## src/rtl/hazard_stall_ctrl_pkg.sv

```systemverilog
// hazard_stall_ctrl_pkg: shared encodings and the register-match helper for the hazard controller
package hazard_stall_ctrl_pkg;

    typedef enum logic [1:0] {
        CAUSE_NONE = 2'd0,
        CAUSE_LU   = 2'd1,
        CAUSE_BR   = 2'd2,
        CAUSE_MDU  = 2'd3
    } cause_e;

    typedef enum logic {
        ST_IDLE = 1'b0,
        ST_BUSY = 1'b1
    } mdu_state_e;

    localparam logic [4:0] REG_ZERO = 5'd0;

    // True when a producer register r feeds a source of the ID instruction; $0 never creates a dependency
    function automatic logic reg_match(
        input logic [4:0] r,
        input logic [4:0] rs,
        input logic [4:0] rt,
        input logic       uses_rt
    );
        return (r != REG_ZERO) && ((r == rs) || (uses_rt && (r == rt)));
    endfunction

endpackage

```

## src/rtl/hazard_stall_ctrl_mdu_busy_timer.sv

```systemverilog
// mdu_busy_timer: tracks MDU occupancy, busy for exactly MDU_LAT cycles after an issue
//   clk   : clock
//   rst   : asynchronous active-high reset
//   issue : an MDU op leaves ID this cycle
//   busy  : MDU is occupied
module mdu_busy_timer
    import hazard_stall_ctrl_pkg::*;
#(
    parameter int MDU_LAT = 32
) (
    input  logic clk,
    input  logic rst,
    input  logic issue,
    output logic busy
);

    localparam int CW = (MDU_LAT > 1) ? $clog2(MDU_LAT) : 1;
    localparam logic [CW-1:0] LOAD = CW'(MDU_LAT - 1);

    mdu_state_e    state, state_next;
    logic [CW-1:0] cnt, cnt_next;

    always_ff @(posedge clk or posedge rst) begin
        if (rst) begin
            state <= ST_IDLE;
            cnt   <= '0;
        end else begin
            state <= state_next;
            cnt   <= cnt_next;
        end
    end

    // cnt counts remaining BUSY cycles minus one, so the cycle with cnt==0 is the last busy one
    always_comb begin
        state_next = (state == ST_IDLE) ? (issue ? ST_BUSY : ST_IDLE)
                                        : ((cnt == '0) ? ST_IDLE : ST_BUSY);
        cnt_next   = (state == ST_IDLE) ? (issue ? LOAD : cnt)
                                        : ((cnt == '0) ? cnt : cnt - CW'(1));
    end

    assign busy = (state == ST_BUSY);

endmodule

```

## src/rtl/hazard_stall_ctrl.sv

```systemverilog
// hazard_stall_ctrl: load-use / ID-branch / MDU-busy stall and flush control for the IF/ID/EX boundary
//   inputs  : ID instruction sources and class, EX and MEM producer info, branch_taken
//   outputs : pc_write, IFID_write, IDEX_bubble, IFID_flush, stall_cause, mdu_busy,
//             stall_count (saturating number of stalled cycles)
module hazard_stall_ctrl
    import hazard_stall_ctrl_pkg::*;
#(
    parameter int MDU_LAT = 32,
    parameter int CNT_W   = 16
) (
    input  logic             clk,
    input  logic             rst,
    input  logic [4:0]       IFID_regRs,
    input  logic [4:0]       IFID_regRt,
    input  logic             IFID_usesRt,
    input  logic             IFID_isBranch,
    input  logic             IFID_isMdu,
    input  logic             IFID_readsHiLo,
    input  logic             IDEX_memRead,
    input  logic             IDEX_regWrite,
    input  logic [4:0]       IDEX_regRd,
    input  logic             EXMEM_memRead,
    input  logic [4:0]       EXMEM_regRd,
    input  logic             branch_taken,
    output logic             pc_write,
    output logic             IFID_write,
    output logic             IDEX_bubble,
    output logic             IFID_flush,
    output logic [1:0]       stall_cause,
    output logic             mdu_busy,
    output logic [CNT_W-1:0] stall_count
);

    logic   idex_hit, exmem_hit, lu, br, md, stall;
    cause_e cause;

    assign idex_hit  = reg_match(IDEX_regRd, IFID_regRs, IFID_regRt, IFID_usesRt);
    assign exmem_hit = reg_match(EXMEM_regRd, IFID_regRs, IFID_regRt, IFID_usesRt);

    assign lu    = IDEX_memRead & idex_hit;
    // branches compare in ID, so any EX result or a MEM-stage load is still unavailable
    assign br    = IFID_isBranch & ((IDEX_regWrite & idex_hit) | (EXMEM_memRead & exmem_hit));
    assign md    = mdu_busy & (IFID_isMdu | IFID_readsHiLo);
    assign stall = lu | br | md;

    assign cause = lu ? CAUSE_LU : br ? CAUSE_BR : md ? CAUSE_MDU : CAUSE_NONE;

    assign pc_write    = ~stall;
    assign IFID_write  = ~stall;
    assign IDEX_bubble = stall;
    assign IFID_flush  = branch_taken & IFID_isBranch & ~stall;
    assign stall_cause = cause;

    mdu_busy_timer #(.MDU_LAT(MDU_LAT)) u_timer (
        .clk   (clk),
        .rst   (rst),
        .issue (IFID_isMdu & ~stall),
        .busy  (mdu_busy)
    );

    always_ff @(posedge clk or posedge rst) begin
        if (rst)
            stall_count <= '0;
        else if (stall && (stall_count != '1))
            stall_count <= stall_count + CNT_W'(1);
    end

endmodule
```

## config.mk

```make
export PLATFORM = sky130hd
export DESIGN_NAME = hazard_stall_ctrl
export DESIGN_NICKNAME = d
export VERILOG_FILES = /design/src/rtl/hazard_stall_ctrl_pkg.sv /design/src/rtl/hazard_stall_ctrl_mdu_busy_timer.sv /design/src/rtl/hazard_stall_ctrl.sv
export SDC_FILE = /design/constraint.sdc
export NUM_CORES = 1
export LEC_CHECK = 0
export BUFFER_PORTS_ARGS = -buffer_cell sky130_fd_sc_hd__buf_2
export CAP_MARGIN = 20
export CELL_PAD_IN_SITES_DETAIL_PLACEMENT = 2
export CELL_PAD_IN_SITES_GLOBAL_PLACEMENT = 2
export CORE_UTILIZATION = 29
export DETAILED_ROUTE_END_ITERATION = 16
export GPL_TIMING_DRIVEN = 0
export PLACE_DENSITY = 0.87
export SLEW_MARGIN = 30
export SYNTH_ARGS = -nofsm -noshare
export SYNTH_HDL_FRONTEND = slang
export SYNTH_HIERARCHICAL = 1
export SYNTH_SLANG_ARGS = --single-unit
```

## constraint.sdc

```tcl
create_clock -name clk -period 3.1 [get_ports clk]
set_clock_uncertainty 0.1 [all_clocks]
set_input_delay 0.62 -clock clk [delete_from_list [all_inputs] [get_ports clk]]
set_output_delay 0.62 -clock clk [all_outputs]
set_load 0.005 [all_outputs]
```

==> impl_metrics.env, run 1 <==
export IMPL_crit_chain="buf_2 > xnor2_1 > nand3_1 > o32ai_2 > o21ai_2 > o211a_4 > buf_6 > and3_1 > buf_2"
export IMPL_first_pass_iters=2
export IMPL_clock_sinks=22
export IMPL_syn_nets=176
export IMPL_antenna_left=0
export IMPL_syn_instance_count=144
export IMPL_drc=0
export IMPL_setup_viol=0
export IMPL_relSlewSlack_pct=58.73
export IMPL_yosysMostFrequentCell="dfrtp_1"
export IMPL_p_sw_uw=461.4
export IMPL_crit_type="in2out"
export IMPL_area_growth_pct=27.14
export IMPL_start_util_pct=30.07
export IMPL_grt_usage_pct=17.36
export IMPL_first_iter_violations=31
export IMPL_htree_levels=1
export IMPL_met3_usage_pct=2.361
export IMPL_die_height_um=71.98
export IMPL_yosysSeqAreaShare_pct=38.77
export IMPL_max_freq_mhz=335.6
export IMPL_wl_per_cell_um=15.86
export IMPL_yosysTopAreaCellShare_pct=38.77
export IMPL_root_buffer="clkbuf_8"
export IMPL_clk_latency_ns=0.26
export IMPL_die_w_um=71.98
export IMPL_grt_busiest_layer="met2"
export IMPL_p_total_uw=1186
export IMPL_synth_area_um2=1420
export IMPL_cp_required_ns=2.38
export IMPL_async_reset_ff_share_pct=100.0
export IMPL_path_buf_inv=3
export IMPL_reg2reg_depth=7
export IMPL_power_frac_comb_pct=44.0
export IMPL_pin_count=53
export IMPL_layout_min_cycle_time_ns=2.980
export IMPL_slowest_stage="o211a_4"
export IMPL_regArea_um2=550.5
export IMPL_routed_wl_um=4220
export IMPL_critical_path_top_delay_family="compound AO/OA/AOI/OAI gates"
export IMPL_tns_ns=0
export IMPL_grt_pass1_vias=1424
export IMPL_num_vias=1312
export IMPL_tightest_slew_ns=0.6184
export IMPL_fillers=551
export IMPL_p_int_uw=724.8
export IMPL_synth_warnings=6
export IMPL_swShare_pct=38.90
export IMPL_tritoncts="yes"
export IMPL_status="complete, no violations"
export IMPL_cap_viol_max_count=0
export IMPL_hpwlAfterDp_um=3518
export IMPL_fin_crit_sh_pct=96.13
export IMPL_worst_slack_ns=0.1199
export IMPL_antenna_found_initial=0
export IMPL_cp_startpoint="IDEX_regRd[4]"
export IMPL_cp_depth=9
export IMPL_path_clk_slew_ns=0.07
export IMPL_vdd_drop_max_uv=326.8
export IMPL_postCtsHoldBufs=0
export IMPL_postCtsResizedCells=0
export IMPL_ys_types=39
export IMPL_synth_edf_count=0
export IMPL_synth_area_leaders="dfrtp_1, xnor2_1, xor2_1"
export IMPL_crit_path_end="IFID_flush"
export IMPL_powerDensity_nw_per_um2=657.0
export IMPL_rsz0062_at_grt="false"
export IMPL_hold_path_class="in2async"
export IMPL_overflow=0
export IMPL_cp_max_fo=11
export IMPL_place_gp_congestion=0.7892
export IMPL_num_antenna_cells=0
export IMPL_viasPerCell=4.932
export IMPL_cts_buffers=3
export IMPL_power_leakage_uw=0.0008857
export IMPL_die_area_um2=5181
export IMPL_grt_max_degree=17
export IMPL_ys_ff_latch=22
export IMPL_pwr_share_seq_pct=41.6
export IMPL_end_kind="output pin"
export IMPL_path_common_cell="buf_2"
export IMPL_whs_ns=0.1698
export IMPL_grt_use_met2_pct=31.87
export IMPL_critPathLaunchType="primary input"
export IMPL_std_cell_rows=25
export IMPL_use_met1_pct=20.37
export IMPL_cts_setup_buffers=0
export IMPL_syn_avg_cell_area_um2=9.862
export IMPL_cp_data_arrival_time_ns=2.26
export IMPL_slew_viol_final=0
export IMPL_r2r_start="stall_count[3]$_DFFE_PP0P_"
export IMPL_drive_gt1_share_pct=34.67
export IMPL_synth_commonest_cells="dfrtp_1, xnor2_1, xor2_1"
export IMPL_clockBufferDepth=2
export IMPL_final_nets=233
export IMPL_grt_pass1_wl_um=6948
export IMPL_io_buffers=52
export IMPL_hold_viol_final=0
export IMPL_clkPwrFrac_pct=14.4
export IMPL_slowest_delay_ns=0.31
export IMPL_yosysTopAreaCell="dfrtp_1"
export IMPL_rrSetupSlack_ns=0.72
export IMPL_r2r_end="stall_count[13]$_DFFE_PP0P_"
export IMPL_synthFlopType="dfrtp_1"
export IMPL_pre_cts_slack_ns=0.07335
export IMPL_multi_input_area_um2=817.0
export IMPL_core_area_um2=4723
per-stage QoR:
| step | area [µm²] | util, % | cells |
|---|---|---|---|
| final | 1805 | 38.23 | 266 |
| after global routing | 1805 | 38.23 | 266 |
| after CTS | 1805 | 38.23 | 266 |
| after detailed placement | 1764 | 37.35 | 263 |
| after global placement | 1764 | 37.35 | 263 |
| after floorplan | 1420 | - | 144 |
area by class of cell:
cell class                 instances  share of cell area, %
tap                               67                  4.643
clock buffer                       3                  2.287
inverter                           9                  1.871
multi-input combinational        111                  45.25
sequential                        22                  30.49
timing repair buffer              52                  14.41
buffer                             2                  1.040
flip-flops by register name, summed over array words and instances (netlist names):
name	cells
stall_count	16
u_timer/busy	1
u_timer/cnt	5
routing by layer:
layer,up-vias,wire (µm)
li1,617,-
met1,633,1747
met2,51,2149
met3,11,197
met4,0,125
met5,-,0
cell usage in the layout (no fill, tap or decap), drive strengths merged, types with 3 or more instances in the layout:
master	synthesis	layout
nand2	13	13
clkbuf	0	3
nor3	6	6
and3	3	3
dfrtp	22	22
nor4	5	5
buf	2	54
xnor2	20	20
xor2	14	14
nor2	5	5
a21oi	6	6
inv	9	9
nand4	4	4
nand3	9	9
power groups by stage:
stage                     combinational, µW  sequential (µW)  clock (µW)
after CTS                               537              494         178
after global placement                  509              493           0
final                                   522              493         171
after floorplan                         326              481           0
after global routing                    594              508         187
after detailed placement                534              498           0
worst min path at each step:
stage	slack, ns	endpoint
after floorplan	0.31	u_timer/busy$_DFF_PP0_
after global placement	0.38	stall_count[7]$_DFFE_PP0P_
after detailed placement	0.39	stall_count[5]$_DFFE_PP0P_
after CTS	0.17	u_timer/cnt[3]$_DFFE_PP0P_
after global routing	0.18	u_timer/cnt[3]$_DFFE_PP0P_
final	0.17	u_timer/cnt[3]$_DFFE_PP0P_
logic make-up (layout without fill, tap and decap cells):
logic type / count (synthesis) / after routing / share of synthesized area [%]
multiplexers: 1 / 1 / 0.7929
buffers and inverters: 11 / 66 / 3.700
AND/OR/NAND/NOR: 55 / 55 / 23.35
adder cells (fa/ha/maj): 2 / 2 / 1.762
flip-flops: 22 / 22 / 38.77
XOR/XNOR: 34 / 34 / 20.97
AO/OA/AOI/OAI: 19 / 19 / 10.66
Note: power is estimated with default switching activity, not from simulation.
==> run 2: changes to the inputs <==
- ABC_AREA: not set -> 1
- CORE_UTILIZATION: 29 -> 27
==> impl_metrics.env, run 2 <==
export IMPL_drc=5
export IMPL_violations="design-rule violations"
export IMPL_ys_types=27
export IMPL_cp_data_arrival_time_ns=2.03
export IMPL_max_freq_mhz=363.8
export IMPL_postCtsResizedCells=0
export IMPL_final_nets=365
export IMPL_clockBufferDepth=2
export IMPL_fin_crit_sh_pct=88.67
export IMPL_regMostFlops="stall_count"
export IMPL_wl_per_cell_um=14.57
export IMPL_hold_path_class="in2async"
export IMPL_first_pass_iters=10
export IMPL_tritoncts="yes"
export IMPL_yosysTopAreaCellShare_pct=30.41
export IMPL_place_gp_congestion=0.8199
export IMPL_cts_buffers=3
export IMPL_ys_ff_latch=22
export IMPL_grt_max_degree=17
export IMPL_routed_wl_um=5943
export IMPL_num_vias=1961
export IMPL_clock_sinks=22
export IMPL_start_util_pct=28.19
export IMPL_first_iter_violations=39
export IMPL_status="finished with violations"
export IMPL_std_cell_rows=29
export IMPL_finish_instance_area_um2=2208
export IMPL_pin_count=53
export IMPL_path_common_cell="nand2_1"
export IMPL_layout_min_cycle_time_ns=2.749
export IMPL_async_reset_ff_share_pct=100.0
export IMPL_overflow=0
export IMPL_syn_instance_count=276
export IMPL_layout_common_cells="nand2_1, buf_2, nand3_1"
export IMPL_rsz0062_at_grt="false"
export IMPL_num_antenna_cells=0
export IMPL_p_int_uw=675.8
export IMPL_yosysTopAreaCell="dfrtp_1"
export IMPL_synth_warnings=6
export IMPL_grt_pass1_vias=2138
export IMPL_synth_commonest_cells="nand2_1, nand3_1, inv_1"
export IMPL_cts_setup_buffers=0
export IMPL_core_area_um2=6422
export IMPL_synthFlopType="dfrtp_1"
export IMPL_setup_viol=0
export IMPL_synth_edf_count=0
export IMPL_yosysSeqAreaShare_pct=30.41
export IMPL_die_area_um2=7037
export IMPL_viasPerCell=4.806
export IMPL_clkPwrFrac_pct=15.3
export IMPL_crit_type="in2out"
export IMPL_synth_area_leaders="dfrtp_1, nand2_1, nand3_1"
export IMPL_die_w_um=83.89
export IMPL_slew_viol_final=0
export IMPL_path_clk_slew_ns=0.08
export IMPL_critPathLaunchType="primary input"
export IMPL_cap_viol_max_count=0
export IMPL_pwr_share_seq_pct=37.9
export IMPL_swShare_pct=45.08
export IMPL_cp_max_fo=10
export IMPL_die_height_um=83.89
export IMPL_grt_pass1_wl_um=10130
export IMPL_p_sw_uw=554.7
export IMPL_area_growth_pct=21.98
export IMPL_powerDensity_nw_per_um2=557.2
export IMPL_htree_levels=1
export IMPL_syn_nets=308
export IMPL_tns_ns=0
export IMPL_vdd_drop_max_uv=123.2
export IMPL_power_leakage_uw=0.001292
export IMPL_yosysMostFrequentCell="nand2_1"
export IMPL_final_common_cell="nand2_1"
export IMPL_slowest_delay_ns=0.20
export IMPL_syn_avg_cell_area_um2=6.560
export IMPL_cp_required_ns=2.38
export IMPL_end_kind="output pin"
export IMPL_fin_util_pct=34.39
export IMPL_slowest_stage="buf_4"
export IMPL_postCtsHoldBufs=0
export IMPL_crit_chain="buf_2 > inv_2 > nand2_1 > nand2_1 > nor2_1 > nand3_1 > nand2_1 > nand3_1 > nand2_1 > nand2_1 > nand3_2 > buf_4 > inv_1 > buf_4 > buf_2"
export IMPL_antenna_found_initial=0
export IMPL_io_buffers=52
export IMPL_hold_viol_final=0
export IMPL_largest_reg_flops=16
export IMPL_antenna_left=0
export IMPL_clk_latency_ns=0.27
export IMPL_power_frac_comb_pct=46.8
export IMPL_drive_gt1_share_pct=24.17
export IMPL_root_buffer="clkbuf_8"
export IMPL_hpwlAfterDp_um=4963
export IMPL_tightest_slew_ns=0.6559
export IMPL_place_area_um2=2167
export IMPL_relSlewSlack_pct=56.23
export IMPL_synth_area_um2=1810
export IMPL_grt_usage_pct=17.65
## run 2: changes by cell type after synthesis, moves of 3 or more
cell     change
nand3_2      +3
nand2_1     +86
nor2_1      +13
inv_2        +9
o21ai_0      +5
inv_1       +24
nand4_1      -3
xnor2_1     -14
a21oi_1      -5
nand2_4      +4
nand3_1     +29
## run 2: path summary, 6_finish.rpt
| kind | to | slack, ns | from | cells past startpoint |
|---|---|---|---|---|
| max | pc_write | 0.35 | IDEX_regRd[0] | 15 |
| min reg2reg | stall_count[4]$_DFFE_PP0P_ | 0.46 | stall_count[4]$_DFFE_PP0P_ | 2 |
| max in group asynchronous | stall_count[10]$_DFFE_PP0P_ | 2.13 | rst | 2 |
| min | u_timer/busy$_DFF_PP0_ | 0.18 | rst | 2 |
| max reg2reg | u_timer/cnt[0]$_DFFE_PP0P_ | 1.20 | u_timer/busy$_DFF_PP0_ | 8 |
| min in group clk | stall_count[4]$_DFFE_PP0P_ | 0.46 | stall_count[4]$_DFFE_PP0P_ | 2 |
## run 2: critical path, delay by kind of cell
kind / cells / cell delay (ns)
buf+inv: 6 / 0.67
simple gates: 9 / 0.73
## run 2: cell families (layout without fill, tap and decap cells)
| logic type | Yosys count | after routing | share of synthesized area [%] |
|---|---|---|---|
| flip-flops | 22 | 22 | 30.41 |
| buffers and inverters | 47 | 102 | 10.85 |
| XOR/XNOR | 18 | 18 | 8.708 |
| AO/OA/AOI/OAI | 9 | 9 | 2.626 |
| AND/OR/NAND/NOR | 178 | 178 | 46.03 |
| adder cells (fa/ha/maj) | 2 | 2 | 1.382 |
## run 2: through the flow
stage	std cells	hold WS, ns	setup slack (ns)	total power, µW
after floorplan	276	0.3110	0.7644	831.6
after global placement	405	0.4151	0.3775	1003
after detailed placement	405	0.4359	0.3230	1057
after CTS	408	0.1900	0.3192	1252
after global routing	408	0.1922	0.1413	1337
final	408	0.1802	0.3513	1231
## run 2: power groups by stage
stage	combinational (µW)	clock, µW	sequential (µW)
after floorplan	381	0	451
after global placement	540	0	464
after detailed placement	584	0	473
after CTS	592	192	468
after global routing	653	205	480
final	576	188	466
## run 2: cell type report
class | instances | area (µm²)
buffer | 5 | 38.79
fill | 802 | 4214
multi-input combinational | 207 | 1064
sequential | 22 | 550.5
inverter | 42 | 157.7
timing repair buffer | 52 | 260.3
clock buffer | 3 | 41.29
tap | 77 | 96.34
## run 2: metal layers
layer | track usage, % | part of all wire, % | up-vias
met1 | 22.27 | 46 | 960
met2 | 32.27 | 51 | 28
li1 | - | - | 969
met3 | 1.385 | 1.9 | 4
met4 | 4.389 | 1.1 | 0
met5 | 0 | 0 | -
==> run 3: changes to the inputs <==
- GPL_TIMING_DRIVEN: 0 -> 1
- REMOVE_ABC_BUFFERS: not set -> 1
==> impl_metrics.env, run 3 (synthesis results as in run 2) <==
export IMPL_regMostFlops="stall_count"
export IMPL_setup_viol=0
export IMPL_area_growth_pct=21.01
export IMPL_max_freq_mhz=378.5
export IMPL_violations="design-rule violations"
export IMPL_vdd_drop_max_uv=161.9
export IMPL_largest_reg_flops=16
export IMPL_clock_sinks=22
export IMPL_tightest_slew_ns=0.6678
export IMPL_drive_gt1_share_pct=23.48
export IMPL_pin_count=53
export IMPL_clk_latency_ns=0.27
export IMPL_end_kind="output pin"
export IMPL_p_sw_uw=547.2
export IMPL_cp_max_fo=5
export IMPL_layout_min_cycle_time_ns=2.642
export IMPL_status="finished with violations"
export IMPL_r2r_end="stall_count[9]$_DFFE_PP0P_"
export IMPL_power_leakage_uw=0.001281
export IMPL_std_cell_rows=29
export IMPL_place_gp_congestion=0.8130
export IMPL_first_iter_violations=34
export IMPL_wl_per_cell_um=14.91
export IMPL_overflow=0
export IMPL_antenna_left=0
export IMPL_hpwlAfterDp_um=4866
export IMPL_die_area_um2=7037
export IMPL_rsz0062_at_grt="false"
export IMPL_postCtsResizedCells=0
export IMPL_grt_max_degree=18
export IMPL_swShare_pct=44.41
export IMPL_met3_usage_pct=1.187
export IMPL_slew_viol_final=0
export IMPL_crit_chain="buf_2 > inv_1 > nand2_1 > o21ai_0 > nor2_1 > nand3_1 > nand2_1 > nand2_1 > nand2_1 > nand2_1 > nand3_2 > nor2_1 > buf_2"
export IMPL_tritoncts="yes"
export IMPL_reg2reg_depth=7
export IMPL_cp_required_ns=2.38
export IMPL_fin_crit_sh_pct=85.23
export IMPL_path_common_cell="nand2_1"
export IMPL_drc=6
export IMPL_worst_slack_ns=0.4579
export IMPL_multi_input_area_um2=1064
export IMPL_p_total_uw=1232
export IMPL_critPathLaunchType="primary input"
export IMPL_grt_pass1_vias=2142
export IMPL_num_antenna_cells=0
export IMPL_slowest_delay_ns=0.20
export IMPL_final_nets=361
export IMPL_use_met1_pct=22.84
export IMPL_hold_path_class="in2async"
export IMPL_start_util_pct=28.19
export IMPL_path_clk_slew_ns=0.08
export IMPL_cp_data_arrival_time_ns=1.92
export IMPL_htree_levels=1
export IMPL_viasPerCell=4.830
export IMPL_die_w_um=83.89
export IMPL_routed_wl_um=6039
export IMPL_grt_busiest_layer="met2"
export IMPL_powerDensity_nw_per_um2=562.4
export IMPL_final_common_cell="nand2_1"
export IMPL_fillers=798
export IMPL_power_frac_comb_pct=44.8
export IMPL_root_buffer="clkbuf_8"
export IMPL_grt_pass1_wl_um=10290
export IMPL_grt_use_met2_pct=34.20
export IMPL_relSlewSlack_pct=55.43
export IMPL_first_pass_iters=10
export IMPL_antenna_found_initial=0
export IMPL_postCtsHoldBufs=0
export IMPL_fin_util_pct=34.11
export IMPL_pwr_share_seq_pct=37.9
export IMPL_cts_buffers=3
export IMPL_die_height_um=83.89
export IMPL_rrSetupSlack_ns=1.08
export IMPL_clockBufferDepth=2
export IMPL_layout_common_cells="nand2_1, buf_2, nand3_1"
export IMPL_slowest_stage="nor2_1"
export IMPL_r2r_start="stall_count[0]$_DFFE_PP0P_"
export IMPL_cap_viol_max_count=0
export IMPL_pre_cts_slack_ns=0.4159
export IMPL_p_int_uw=685.0
export IMPL_hold_viol_final=0
export IMPL_core_area_um2=6422
export IMPL_critical_path_top_delay_family="simple AND/OR/NAND/NOR gates"
export IMPL_cts_setup_buffers=0
export IMPL_regArea_um2=550.5
export IMPL_path_buf_inv=3
export IMPL_whs_ns=0.1768
export IMPL_crit_type="in2out"
export IMPL_clkPwrFrac_pct=17.3
export IMPL_io_buffers=52
export IMPL_num_vias=1956
export IMPL_tns_ns=0
export IMPL_grt_usage_pct=18.38
run 3: cell count changes in the layout (fill, tap and decap cells not counted), sizes merged:
cell / change
buf: -4
clkbuf: +1
run 3: layout make-up:
cell class              count  area share [%]
clock buffers               4           2.513
inverters                  42           7.196
multi-input cells         207           48.54
flip-flops and latches     22           25.13
well taps                  77           4.397
repair buffers             53           12.22
run 3: stage by stage:
step	area [µm²]	instances
after CTS	2191	405
after detailed placement	2136	401
after floorplan	1772	271
final	2191	405
after global placement	2136	401
after global routing	2191	405
run 3: metal layers:
| metal | wire length (µm) | vias up |
|---|---|---|
| li1 | - | 961 |
| met1 | 2768 | 959 |
| met2 | 3097 | 31 |
| met3 | 104 | 5 |
| met4 | 69 | 0 |
| met5 | 0 | - |
run 3: worst max-delay path by stage:
stage	cells past startpoint	start	slack, ns	endpoint
finish	13	EXMEM_regRd[3]	0.46	IFID_flush
global route	13	EXMEM_regRd[3]	0.27	IFID_flush
CTS	13	EXMEM_regRd[3]	0.41	IFID_flush
detailed placement	13	EXMEM_regRd[3]	0.42	IFID_flush
global placement	13	EXMEM_regRd[3]	0.46	IFID_flush
floorplan	11	EXMEM_regRd[3]	0.75	IFID_flush
run 3: power by group through the flow:
stage | Clock [µW] | Sequential [µW] | Combinational, µW
finish | 213 | 466 | 552
CTS | 220 | 470 | 564
floorplan | 0 | 451 | 354
detailed placement | 0 | 476 | 558
global placement | 0 | 471 | 523
global route | 232 | 484 | 627
